`src/rtl/memory_controller.sv`:
```
// Two-phase register-file controller: requests are captured in IDLE and executed in ACCESS,
// returning registered value/error with a one-cycle memory_ready pulse per access.
module memory_controller #(
  parameter int DATA_WIDTH = 16,
  parameter int ADDR_WIDTH = 4,
  parameter int MEM_SIZE   = 5
) (
  input  logic                  clk,
  input  logic                  rst_n,
  input  logic                  we,
  input  logic [DATA_WIDTH-1:0] data,
  input  logic [ADDR_WIDTH-1:0] addr,
  output logic [DATA_WIDTH-1:0] value,
  output logic                  memory_ready,
  output logic                  error
);

  typedef enum logic [0:0] {
    ST_IDLE   = 1'b0,
    ST_ACCESS = 1'b1
  } state_t;

  // Limit widened by one bit so MEM_SIZE == 2**ADDR_WIDTH still compares correctly.
  localparam logic [ADDR_WIDTH:0] MEM_LIMIT = (ADDR_WIDTH+1)'(MEM_SIZE);

  state_t                r_state;
  state_t                w_state_nxt;
  logic                  r_we;
  logic [DATA_WIDTH-1:0] r_data;
  logic [ADDR_WIDTH-1:0] r_addr;
  logic [DATA_WIDTH-1:0] r_mem [MEM_SIZE];
  logic [DATA_WIDTH-1:0] r_value;
  logic                  r_error;
  logic                  r_ready;
  logic                  w_addr_valid;
  logic [DATA_WIDTH-1:0] w_rd_data;

  assign w_addr_valid = ({1'b0, r_addr} < MEM_LIMIT);

  // State register.
  always_ff @(posedge clk) begin
    if (!rst_n) begin
      r_state <= ST_IDLE;
    end else begin
      r_state <= w_state_nxt;
    end
  end

  // Next-state logic: strict alternation between capture and execute.
  always_comb begin
    w_state_nxt = r_state;
    case (r_state)
      ST_IDLE:   w_state_nxt = ST_ACCESS;
      ST_ACCESS: w_state_nxt = ST_IDLE;
      default:   w_state_nxt = ST_IDLE;
    endcase
  end

  // Read mux by explicit compare, so the index never leaves the implemented range.
  always_comb begin
    w_rd_data = {DATA_WIDTH{1'b0}};
    for (int i = 0; i < MEM_SIZE; i++) begin
      if (r_addr == ADDR_WIDTH'(i)) begin
        w_rd_data = r_mem[i];
      end else begin
        w_rd_data = w_rd_data;
      end
    end
  end

  // Storage array: cleared by reset, written only when an in-range write executes.
  always_ff @(posedge clk) begin
    for (int i = 0; i < MEM_SIZE; i++) begin
      if (!rst_n) begin
        r_mem[i] <= {DATA_WIDTH{1'b0}};
      end else if ((r_state == ST_ACCESS) && r_we && w_addr_valid &&
                   (r_addr == ADDR_WIDTH'(i))) begin
        r_mem[i] <= r_data;
      end
    end
  end

  // Request capture and result registers.
  always_ff @(posedge clk) begin
    if (!rst_n) begin
      r_we    <= 1'b0;
      r_data  <= {DATA_WIDTH{1'b0}};
      r_addr  <= {ADDR_WIDTH{1'b0}};
      r_value <= {DATA_WIDTH{1'b0}};
      r_error <= 1'b0;
      r_ready <= 1'b0;
    end else begin
      case (r_state)
        ST_IDLE: begin
          r_we    <= we;
          r_data  <= data;
          r_addr  <= addr;
          r_ready <= 1'b0;
        end
        ST_ACCESS: begin
          r_ready <= 1'b1;
          if (!w_addr_valid) begin
            r_value <= {DATA_WIDTH{1'b0}};
            r_error <= 1'b1;
          end else if (r_we) begin
            r_value <= r_data;
            r_error <= 1'b0;
          end else begin
            r_value <= w_rd_data;
            r_error <= 1'b0;
          end
        end
        default: begin
          r_ready <= 1'b0;
        end
      endcase
    end
  end

  assign value        = r_value;
  assign error        = r_error;
  assign memory_ready = r_ready;

endmodule

```
`config.mk`:
```
export PLATFORM = sky130hd
export DESIGN_NAME = memory_controller
export DESIGN_NICKNAME = d
export VERILOG_FILES = /design/src/rtl/memory_controller.sv
export SDC_FILE = /design/constraint.sdc
export NUM_CORES = 1
export LEC_CHECK = 0
export ABC_AREA = 1
export CAP_MARGIN = 20
export CORE_UTILIZATION = 50
export DETAILED_ROUTE_END_ITERATION = 10
export PLACE_DENSITY = 0.7
export SETUP_SLACK_MARGIN = 0.3
export SLEW_MARGIN = 15
export SYNTH_ARGS = -nofsm -noshare
export SYNTH_HDL_FRONTEND = slang
export SYNTH_SLANG_ARGS = --single-unit
```
`constraint.sdc`:
```
create_clock -name clk -period 7.33 [get_ports clk]
set_input_delay 1.8325 -clock clk [delete_from_list [all_inputs] [get_ports clk]]
set_output_delay 1.8325 -clock clk [all_outputs]
set_load 0.03 [all_outputs]
```
# --- Yosys cells after proc, flatten, opt, wreduce, memory -nomap -nowiden ---
# Memory sizes are Yosys's and may differ from the RTL's.
# Cells that the tools add are included.
word_totals:
  regBits: 40
  latch_bits: 0
  mem_bits_rw: 80
  rom_bits: 0
  wordCells: 58
  mem_count: 1
op_classes:
  addsub: 0
  multipliers: 0
  div: 0
  n_lt_le_gt_ge: 1
  n_eq_ne: 4
  shift: 0
  mux: 31
  n_bitwise: 6
  n_reduce_logical: 8
mem_list:
  columns: ["name", "depth", "width", "rd", "rd_ports_with_merged_regs", "wr", "line", "text"]
  rows:
  - ["r_mem", 5, 16, 5, 0, 5, "31", "logic [DATA_WIDTH-1:0] r_mem [MEM_SIZE];"]
op_table:
  columns: ["op", "n"]
  rows:
  - ["$mux 16", 12]
  - ["$mux 1", 17]
  - ["$eq 4x2->1 const B", 2]
  - ["$logic_and 1x1->1", 7]
  - ["$or 1x1->1", 5]
  - ["$eq 4x1->1 const B", 1]
  - ["$eq 4x3->1 const B", 1]
  - ["$logic_not 4->1", 1]
  - ["$lt 4x3->1 const B", 1]
  - ["$pmux 1 s2", 2]
  - ["$not 1->1", 1]

# --- Depth between registers and ports, before layout ---
# Gate-level depths: netlist of run 1.
depth:
  word_depth: 8
  depth_mapped: 9

# --- Worst setup path after synthesis of run 1 ---
# No wires, ideal clock.
synth_timing:
  path_kind: "input to register"
  from: "input port rst_n"
  to: "memory r_mem[2][0] (enable)"
  setup_time_ns: 0.464
  arrival_time_ns: 2.586
  path_slack_ns: 4.280
  path_stages: 2
  path_buffers: 1
  cell_sequence: "buf_2 -> o21ai_0"
synth_rtl:
  columns: ["item", "line", "text"]
  rows:
  - ["start, declared", "9", "input logic rst_n,"]
  - ["end, declared", "31", null]

==> results of run 1 <==
==> final timing paths <==
kind,from,to,slack [ps],cells past startpoint
worst min-delay path,value[3],value[3],450,2
worst max-delay path,rst_n,value[15],3530,7
worst max register to register,r_addr[2],r_mem[3][1],4390,5
worst min register to register,value[3],value[3],450,2
==> routing by layer <==
layer | vias up | track usage (%)
li1 | 1899 | -
met1 | 1836 | 29.6
met2 | 141 | 41.6
met3 | 32 | 4.30
met4 | 0 | 13.7
met5 | - | 0
==> power breakdown <==
group	internal, mW	total, mW	switching [mW]
registers	0.752	0.766	0.0134
logic	0.0462	0.152	0.106
clock network	0.498	0.782	0.284
==> through the flow <==
step,cells,instance area [sq um],power [mW],hold WS (ps)
2_1_floorplan,566,5120,0.872,471
3_3_place_gp,715,5590,0.927,440
3_5_place_dp,715,5590,0.931,441
4_1_cts,747,6140,1.70,453
5_1_grt,748,6150,1.75,473
6_report,748,6150,1.70,450
==> worst max-delay path, cell delays in order <==
cell and delay, ps:
clkdlybuf4s50_1 810, nand2_1 590, inv_1 190, nand2_1 400, a21oi_1 280, nand2_1 90, nand2_1 50
==> logic make-up (layout without fill, tap and decap cells) <==
family	Yosys count	in the layout	share of synthesized area, %
AOI/OAI and AO/OA	39	39	3.81
buffers and inverters	84	133	6.62
DFF	120	120	62.6
and+or+nand+nor	323	323	27.0
==> registers in the layout, summed over array words and instances, names as in the netlist <==
| register | cells |
|---|---|
| r_mem | 80 |
| r_data | 16 |
| value | 16 |
| r_addr | 4 |
| error | 1 |
| memory_ready | 1 |
| r_state | 1 |
| r_we | 1 |
==> cell usage in the layout, fill, tap and decap left out <==
cell type and instances:
nand3_1 67, nor3_4 1, clkinvlp_4 2, nor2_1 106
nand4_1 1, inv_2 2, nand2_2 1, nand4_4 1
a21oi_1 16, o21ai_0 22, inv_1 56, buf_4 3
edfxtp_1 80, nand3_4 1, nor2_2 13, nand2_1 131
clkbuf_8 3, clkdlybuf4s50_1 40, clkbuf_1 4, nor2_4 1
bufinv_16 2, dfxtp_1 40, clkbuf_16 16, o21ai_2 1
clkinv_2 5
==> area by class of cell <==
cell class	instances	area, sq um	share of cell area (%)
clock buffers	23	457	7.42
well taps	133	166	2.71
clock inverters	9	100	1.63
multi-input cells	362	1580	25.8
inverters	58	218	3.54
repair buffers	43	423	6.88
flip-flops and latches	120	3200	52.1
==> impl_metrics.py, run 1 <==
metrics = {
    "status": {
        "status": "finished clean",
    },
    "pwr": {
        "ir_worst_vdd_uv": 174,
        "power_density_nw_per_um2": 276,
        "p_leak_nw": 2.50,
    },
    "drt": {
        "drt-total-wl_microns": 11600,
        "drc": 0,
        "top_layer_used": "met4",
        "initialDrtViolationCount": 296,
        "vias_per_cell": 5.22,
        "ant_nets": 0,
        "drt_first_pass_iters": 4,
        "vias": 3908,
        "wl_met3_microns": 660,
        "wl_met1_microns": 4790,
        "avgRoutedWirePerCell_microns": 15.6,
        "wl_met2_microns": 5750,
    },
    "sta": {
        "worst_pin_slew_ps": 913,
        "fin_ws_ps": 3530,
        "slew_violations": 0,
        "slew_headroom_pct": 39.1,
        "setup_viol": 0,
        "fmax_mhz": 263,
        "finalHoldViolCount": 0,
        "rsz0062_at_grt": "false",
        "finalCriticalPeriod_ps": 3800,
        "tns_ps": 0,
        "finalClockSkew_ps": 10.4,
        "post-route-period-util_pct": 51.9,
    },
    "logic_synthesis": {
        "syn_area_per_cell_sq_um": 9.05,
        "seq_area_frac_synth_pct": 62.6,
        "synth_area_leaders": "edfxtp_1 47%, dfxtp_1 16%, nand2_1 9.6%, nor2_1 7.8%, nand3_1 6.5%",
        "synth_area_sq_um": 5120,
        "synthCells": 566,
        "synth_most_common_cell": "nand2_1",
        "yosys.area.top_type_share_pct": 46.9,
        "synth-seq-cells": 120,
        "ys_async_sr_fraction_pct": 0,
        "synth-edff-count": 80,
        "synth.largest_area_cell": "edfxtp_1",
        "yosys_warnings": 0,
        "synth_flop_cell": "edfxtp_1",
        "synth_common_cells": "131 x nand2_1, 107 x nor2_1, 80 x edfxtp_1",
        "ys_types": 19,
        "synthesis.nets": 589,
    },
    "cts": {
        "cts_max_path_buffers": 2,
        "cts_resized": 0,
        "root_buffer": "clkbuf_8",
        "cts.sinks": 120,
        "cts_tree": "done",
        "cts_setup_buffers": 0,
        "cts_made_buffers": 17,
        "postCtsHoldBufs": 0,
        "clk_pin_slew_ps": 60,
        "clkLatencyLatePin_ps": 520,
        "htreeDepth": 4,
    },
    "floorplanning": {
        "dieArea_sq_um": 10600,
        "die_width_microns": 103,
        "coreArea_sq_um": 9860,
        "die_h_microns": 103,
        "initial_core_util_pct": 51.9,
        "io-pin-count": 41,
        "rows": 36,
    },
    "place": {
        "dpl.hpwl_microns": 7310,
        "port_buffers": 40,
        "preCtsSetupSlack_ps": 3050,
        "place.gp.congestion": 0.780,
    },
    "worst_setup_path": {
        "critPathMaxFanout": 22,
        "cp-start-kind": "primary input",
        "cp.required_ps": 7790,
        "endpoint_kind": "flip-flop",
        "path_class": "primary input to flip-flop",
        "arrival_ps": 4260,
    },
    "global_route": {
        "grt_pass1_wl_microns": 18800,
        "gr-usage-all-layers_pct": 24.5,
        "grt_start_max_net_pins": 38,
        "antenna_found_initial": 0,
        "grt_pass1_vias": 3751,
        "grt_overflow": 0,
    },
    "cells_and_area": {
        "fin_nets": 625,
        "drive_gt1_share_pct": 8.46,
        "syn_to_final_growth_pct": 20.1,
        "antennaDiodeCount": 0,
        "final_util_pct": 62.4,
        "final.fill_count": 796,
    },
    "hold_path": {
        "hold_class": "flip-flop to flip-flop",
    },
    "flow_run": {
        "maxCapViolCount": 0,
    },
}
Power figures use the tool's default switching activity.
==> inputs of run 2 (changes only) <==
==> constraint.sdc (replaced) <==
create_clock -name clk -period 4 [get_ports clk]
set_input_delay 1 -clock clk [delete_from_list [all_inputs] [get_ports clk]]
set_output_delay 1 -clock clk [all_outputs]
set_load 0.03 [all_outputs]
==> impl_metrics.py, run 2 (synthesized netlist as in run 1, its figures left out) <==
metrics = {
    "worst_setup_path": {
        "endpoint_kind": "primary output",
        "arrival_ps": 1530,
        "r2r_slack_ps": 1560,
        "critPathMaxFanout": 2,
        "crit_chain": "clkdlybuf4s50_1",
        "path_delay_family": "buffers and inverters",
        "r2r_cells": 4,
        "slowest_stage": "clkdlybuf4s50_1",
        "worstReg2RegEnd": "r_mem[2][6]",
        "cpPeakStageDelay_ps": 670,
        "cp-start-kind": "flip-flop",
        "cp.required_ps": 3000,
        "path_buf_inv": 1,
        "path_class": "flip-flop to primary output",
        "r2r_start": "r_addr[2]",
    },
    "cells_and_area": {
        "top_register": "r_mem",
        "final.fill_count": 815,
        "largest_reg_flops": 80,
        "multi_input_area_sq_um": 1590,
        "syn_to_final_growth_pct": 22.2,
        "fin_area_sq_um": 6250,
        "seqCellArea_sq_um": 3200,
        "fin_nets": 628,
        "antennaDiodeCount": 0,
        "final_common_cell": "nand2_1",
        "drive_gt1_share_pct": 9.55,
        "final_cell_mix": "131 x nand2_1, 105 x nor2_1, 80 x edfxtp_1",
    },
    "drt": {
        "ant_nets": 0,
        "vias": 3963,
        "drt_first_pass_iters": 5,
        "drt-total-wl_microns": 12300,
        "drc": 0,
        "vias_per_cell": 5.28,
        "initialDrtViolationCount": 222,
        "avgRoutedWirePerCell_microns": 16.4,
    },
    "floorplanning": {
        "die_h_microns": 103,
        "initial_core_util_pct": 51.9,
        "coreArea_sq_um": 9860,
        "io-pin-count": 41,
        "rows": 36,
        "dieArea_sq_um": 10600,
        "die_width_microns": 103,
    },
    "place": {
        "port_buffers": 40,
        "placed_cell_area_sq_um": 5620,
        "dpl.hpwl_microns": 7620,
        "place.gp.congestion": 0.804,
    },
    "sta": {
        "fmax_mhz": 395,
        "tns_ps": 0,
        "finalHoldViolCount": 0,
        "rsz0062_at_grt": "false",
        "finalClockSkew_ps": 13.0,
        "slew_headroom_pct": 36.0,
        "finalCriticalPeriod_ps": 2530,
        "worst_pin_slew_ps": 960,
        "setup_viol": 0,
        "slew_violations": 0,
        "post-route-period-util_pct": 63.3,
    },
    "cts": {
        "cts_setup_buffers": 0,
        "cts_max_path_buffers": 2,
        "postCtsHoldBufs": 0,
        "clk_pin_slew_ps": 60,
        "clkLatencyLatePin_ps": 520,
        "cts_tree": "done",
        "root_buffer": "clkbuf_8",
        "cts_made_buffers": 17,
        "htreeDepth": 4,
        "cts.sinks": 120,
        "cts_resized": 0,
    },
    "hold_path": {
        "hold_class": "flip-flop to flip-flop",
        "hold_end": "value[11]",
        "hold_depth": 2,
        "hold_start": "value[11]",
    },
    "flow_run": {
        "maxCapViolCount": 0,
    },
    "global_route": {
        "grt_overflow": 0,
        "grt_pass1_vias": 3713,
        "grt_pass1_wl_microns": 19000,
        "grt_start_max_net_pins": 38,
        "antenna_found_initial": 0,
        "gr-usage-all-layers_pct": 25.0,
    },
    "pwr": {
        "ir_worst_vdd_uv": 379,
        "power_density_nw_per_um2": 526,
        "power_mw": 3.29,
        "p_leak_nw": 2.56,
    },
    "status": {
        "status": "finished clean",
    },
}
[run 2: cell types whose count changed in the layout (fill, tap and decap cells not counted), moves of 2 or more]
cell	change
clkinv_4	+2
buf_4	+3
clkinvlp_4	-2
clkbuf_16	+4
clkbuf_1	-3
[run 2: worst max-delay path by stage]
| stage | from | endpoint | slack [ps] | cells after the start |
|---|---|---|---|---|
| CTS | value[10] | value[10] | 1460 | 1 |
| detailed placement | rst_n | r_data[8] | 970 | 6 |
| global placement | rst_n | r_we | 1060 | 6 |
| finish | value[10] | value[10] | 1470 | 1 |
| global route | rst_n | r_data[2] | 1260 | 6 |
| floorplan | r_addr[1] | r_mem[2][0] | 1390 | 5 |
[run 2: layout make-up]
class | instances | area share (%)
flip-flops and latches | 120 | 51.2
multi-input cells | 362 | 25.4
clock buffers | 23 | 8.50
repair buffers | 46 | 7.12
inverters | 58 | 3.48
well taps | 133 | 2.66
clock inverters | 9 | 1.66
[run 2: metal layers]
| layer | GRT usage (%) | part of all wire, % | up-vias |
|---|---|---|---|
| li1 | - | - | 1913 |
| met1 | 30.1 | 39 | 1860 |
| met2 | 43.7 | 51 | 159 |
| met3 | 4.37 | 6.5 | 31 |
| met4 | 12.2 | 3.5 | 0 |
| met5 | 0 | 0 | - |
[run 2: metrics by stage]
stage	util (%)	worst slack [ps]	std cells	hold WS, ps
floorplan	-	1390	566	471
global placement	56.9	1060	719	440
detailed placement	56.9	970	719	439
CTS	63.4	1460	751	452
global route	63.4	1260	751	471
finish	63.4	1470	751	450
[run 2: power by group]
group          switching, mW  leakage, nW  internal [mW]  total, mW
clock network          0.549        0.319           1.05       1.60
logic                  0.200         1.09         0.0863      0.287
registers             0.0248         1.15           1.38       1.40
total                  0.774         2.56           2.52       3.29
==> inputs of run 3 (changes only) <==
--- a/config.mk
+++ b/config.mk
@@ -9,7 +9,7 @@
 export CAP_MARGIN = 20
 export CORE_UTILIZATION = 50
 export DETAILED_ROUTE_END_ITERATION = 10
-export PLACE_DENSITY = 0.7
+export PLACE_DENSITY = 0.73
 export SETUP_SLACK_MARGIN = 0.3
 export SLEW_MARGIN = 15
 export SYNTH_ARGS = -nofsm -noshare
==> constraint.sdc (replaced) <==
create_clock -name clk -period 2.3 [get_ports clk]
set_input_delay 0.575 -clock clk [delete_from_list [all_inputs] [get_ports clk]]
set_output_delay 0.575 -clock clk [all_outputs]
set_load 0.03 [all_outputs]
==> impl_metrics.py, run 3 (synthesized netlist as in run 1, its figures left out) <==
metrics = {
    "worst_setup_path": {
        "critPathMaxFanout": 2,
        "path_buf_inv": 1,
        "cpPeakStageDelay_ps": 430,
        "cp.required_ps": 1730,
        "path_class": "flip-flop to primary output",
        "cp-startpoint": "value[0]",
        "endpoint_kind": "primary output",
        "path_delay_family": "buffers and inverters",
        "arrival_ps": 1310,
        "r2r_start": "r_addr[0]",
        "cp-start-kind": "flip-flop",
        "slowest_stage": "dlygate4sd2_1",
        "crit_chain": "dlygate4sd2_1",
    },
    "place": {
        "place_inst": 735,
        "port_buffers": 40,
        "placed_cell_area_sq_um": 5740,
        "place.gp.congestion": 0.805,
        "dpl.hpwl_microns": 7830,
    },
    "drt": {
        "initialDrtViolationCount": 251,
        "drt-total-wl_microns": 12300,
        "vias_per_cell": 5.25,
        "vias": 4030,
        "avgRoutedWirePerCell_microns": 16.0,
        "drt_first_pass_iters": 7,
        "drc": 0,
        "ant_nets": 0,
    },
    "floorplanning": {
        "dieArea_sq_um": 10600,
        "rows": 36,
        "die_h_microns": 103,
        "io-pin-count": 41,
        "coreArea_sq_um": 9860,
        "die_width_microns": 103,
        "initial_core_util_pct": 51.9,
    },
    "cells_and_area": {
        "fin_nets": 644,
        "fin_area_sq_um": 6360,
        "largest_reg_flops": 80,
        "final_cell_mix": "131 x nand2_1, 106 x nor2_1, 80 x edfxtp_1",
        "top_register": "r_mem",
        "antennaDiodeCount": 0,
        "final_common_cell": "nand2_1",
        "syn_to_final_growth_pct": 24.2,
        "final_util_pct": 64.5,
        "instances_no_fill": 767,
        "drive_gt1_share_pct": 11.7,
    },
    "hold_path": {
        "hold_start": "value[10]",
        "hold_class": "flip-flop to flip-flop",
    },
    "sta": {
        "finalHoldViolCount": 0,
        "post-route-period-util_pct": 82.1,
        "finalCriticalPeriod_ps": 1890,
        "fmax_mhz": 530,
        "setup_viol": 0,
        "tns_ps": 0,
        "slew_headroom_pct": 62.4,
        "worst_pin_slew_ps": 562,
        "finalClockSkew_ps": 9.55,
        "slew_violations": 0,
        "rsz0062_at_grt": "false",
    },
    "cts": {
        "cts_max_path_buffers": 2,
        "htreeDepth": 4,
        "cts.sinks": 120,
        "postCtsHoldBufs": 0,
        "clkLatencyLatePin_ps": 520,
        "cts_tree": "done",
        "root_buffer": "clkbuf_8",
        "clk_pin_slew_ps": 60,
        "cts_made_buffers": 17,
    },
    "global_route": {
        "antenna_found_initial": 0,
        "gr-usage-all-layers_pct": 25.8,
        "grt_start_max_net_pins": 33,
        "grt_pass1_vias": 3903,
        "grt_pass1_wl_microns": 19400,
        "grt_overflow": 0,
    },
    "pwr": {
        "p_leak_nw": 2.71,
        "power_mw": 5.80,
        "power_density_nw_per_um2": 912,
        "ir_worst_vdd_uv": 771,
    },
    "status": {
        "status": "finished clean",
    },
    "flow_run": {
        "maxCapViolCount": 0,
    },
}
run 3: changes by cell type in the layout (fill, tap and decap cells not counted), sizes merged:
cell and change:
clkdlybuf4s50 -18, dlygate4sd2 +18, buf +16, clkbuf -6
bufinv +3, clkinvlp +2, inv +2, clkinv -1
run 3: report_power, final:
part | switching [mW] | internal [mW] | total [mW]
clock network | 0.981 | 1.87 | 2.85
logic | 0.356 | 0.156 | 0.512
registers | 0.0373 | 2.40 | 2.43
total | 1.37 | 4.42 | 5.80
run 3: timing repair:
item	in CTS	in global routing
gates resized for setup	18	1
setup endpoints to repair	18	16
buffers inserted	0	0
run 3: layer usage:
metal | global-route usage [%] | vias up | share of wire (%)
met5 | 0 | - | 0
met2 | 43.9 | 158 | 51
met1 | 28.6 | 1892 | 38
met3 | 6.72 | 41 | 5.6
met4 | 17.2 | 0 | 5.2
li1 | - | 1939 | -
run 3: worst paths after layout:
check,endpoint,slack [ps],depth (start not counted)
max,value[0],410,1
min,value[10],450,2
max reg2reg,r_mem[3][5],550,8
min reg2reg,value[10],450,2
run 3: through the flow:
stage | setup WS (ps) | hold slack (ps)
finish | 412 | 448
global route | 369 | 468
CTS | 358 | 449
detailed placement | 324 | 440
global placement | 337 | 439
floorplan | 416 | 471
run 3: final cells by class:
class | instances | area (sq um)
clock inverters | 15 | 223
inverters | 58 | 218
well taps | 133 | 166
flip-flops and latches | 120 | 3200
fillers | 781 | 3510
repair buffers | 62 | 543
multi-input cells | 362 | 1590
clock buffers | 17 | 414
run 3: worst register-to-register path, stage by stage, from the launching register on:
cell     delay (ps)
dfxtp_1         330
nor2_2          130
nand2_1          90
nand2_1         200
nand2_1         150
inv_2           140
nand2_1          70
nand2_1          80
buf_4           250
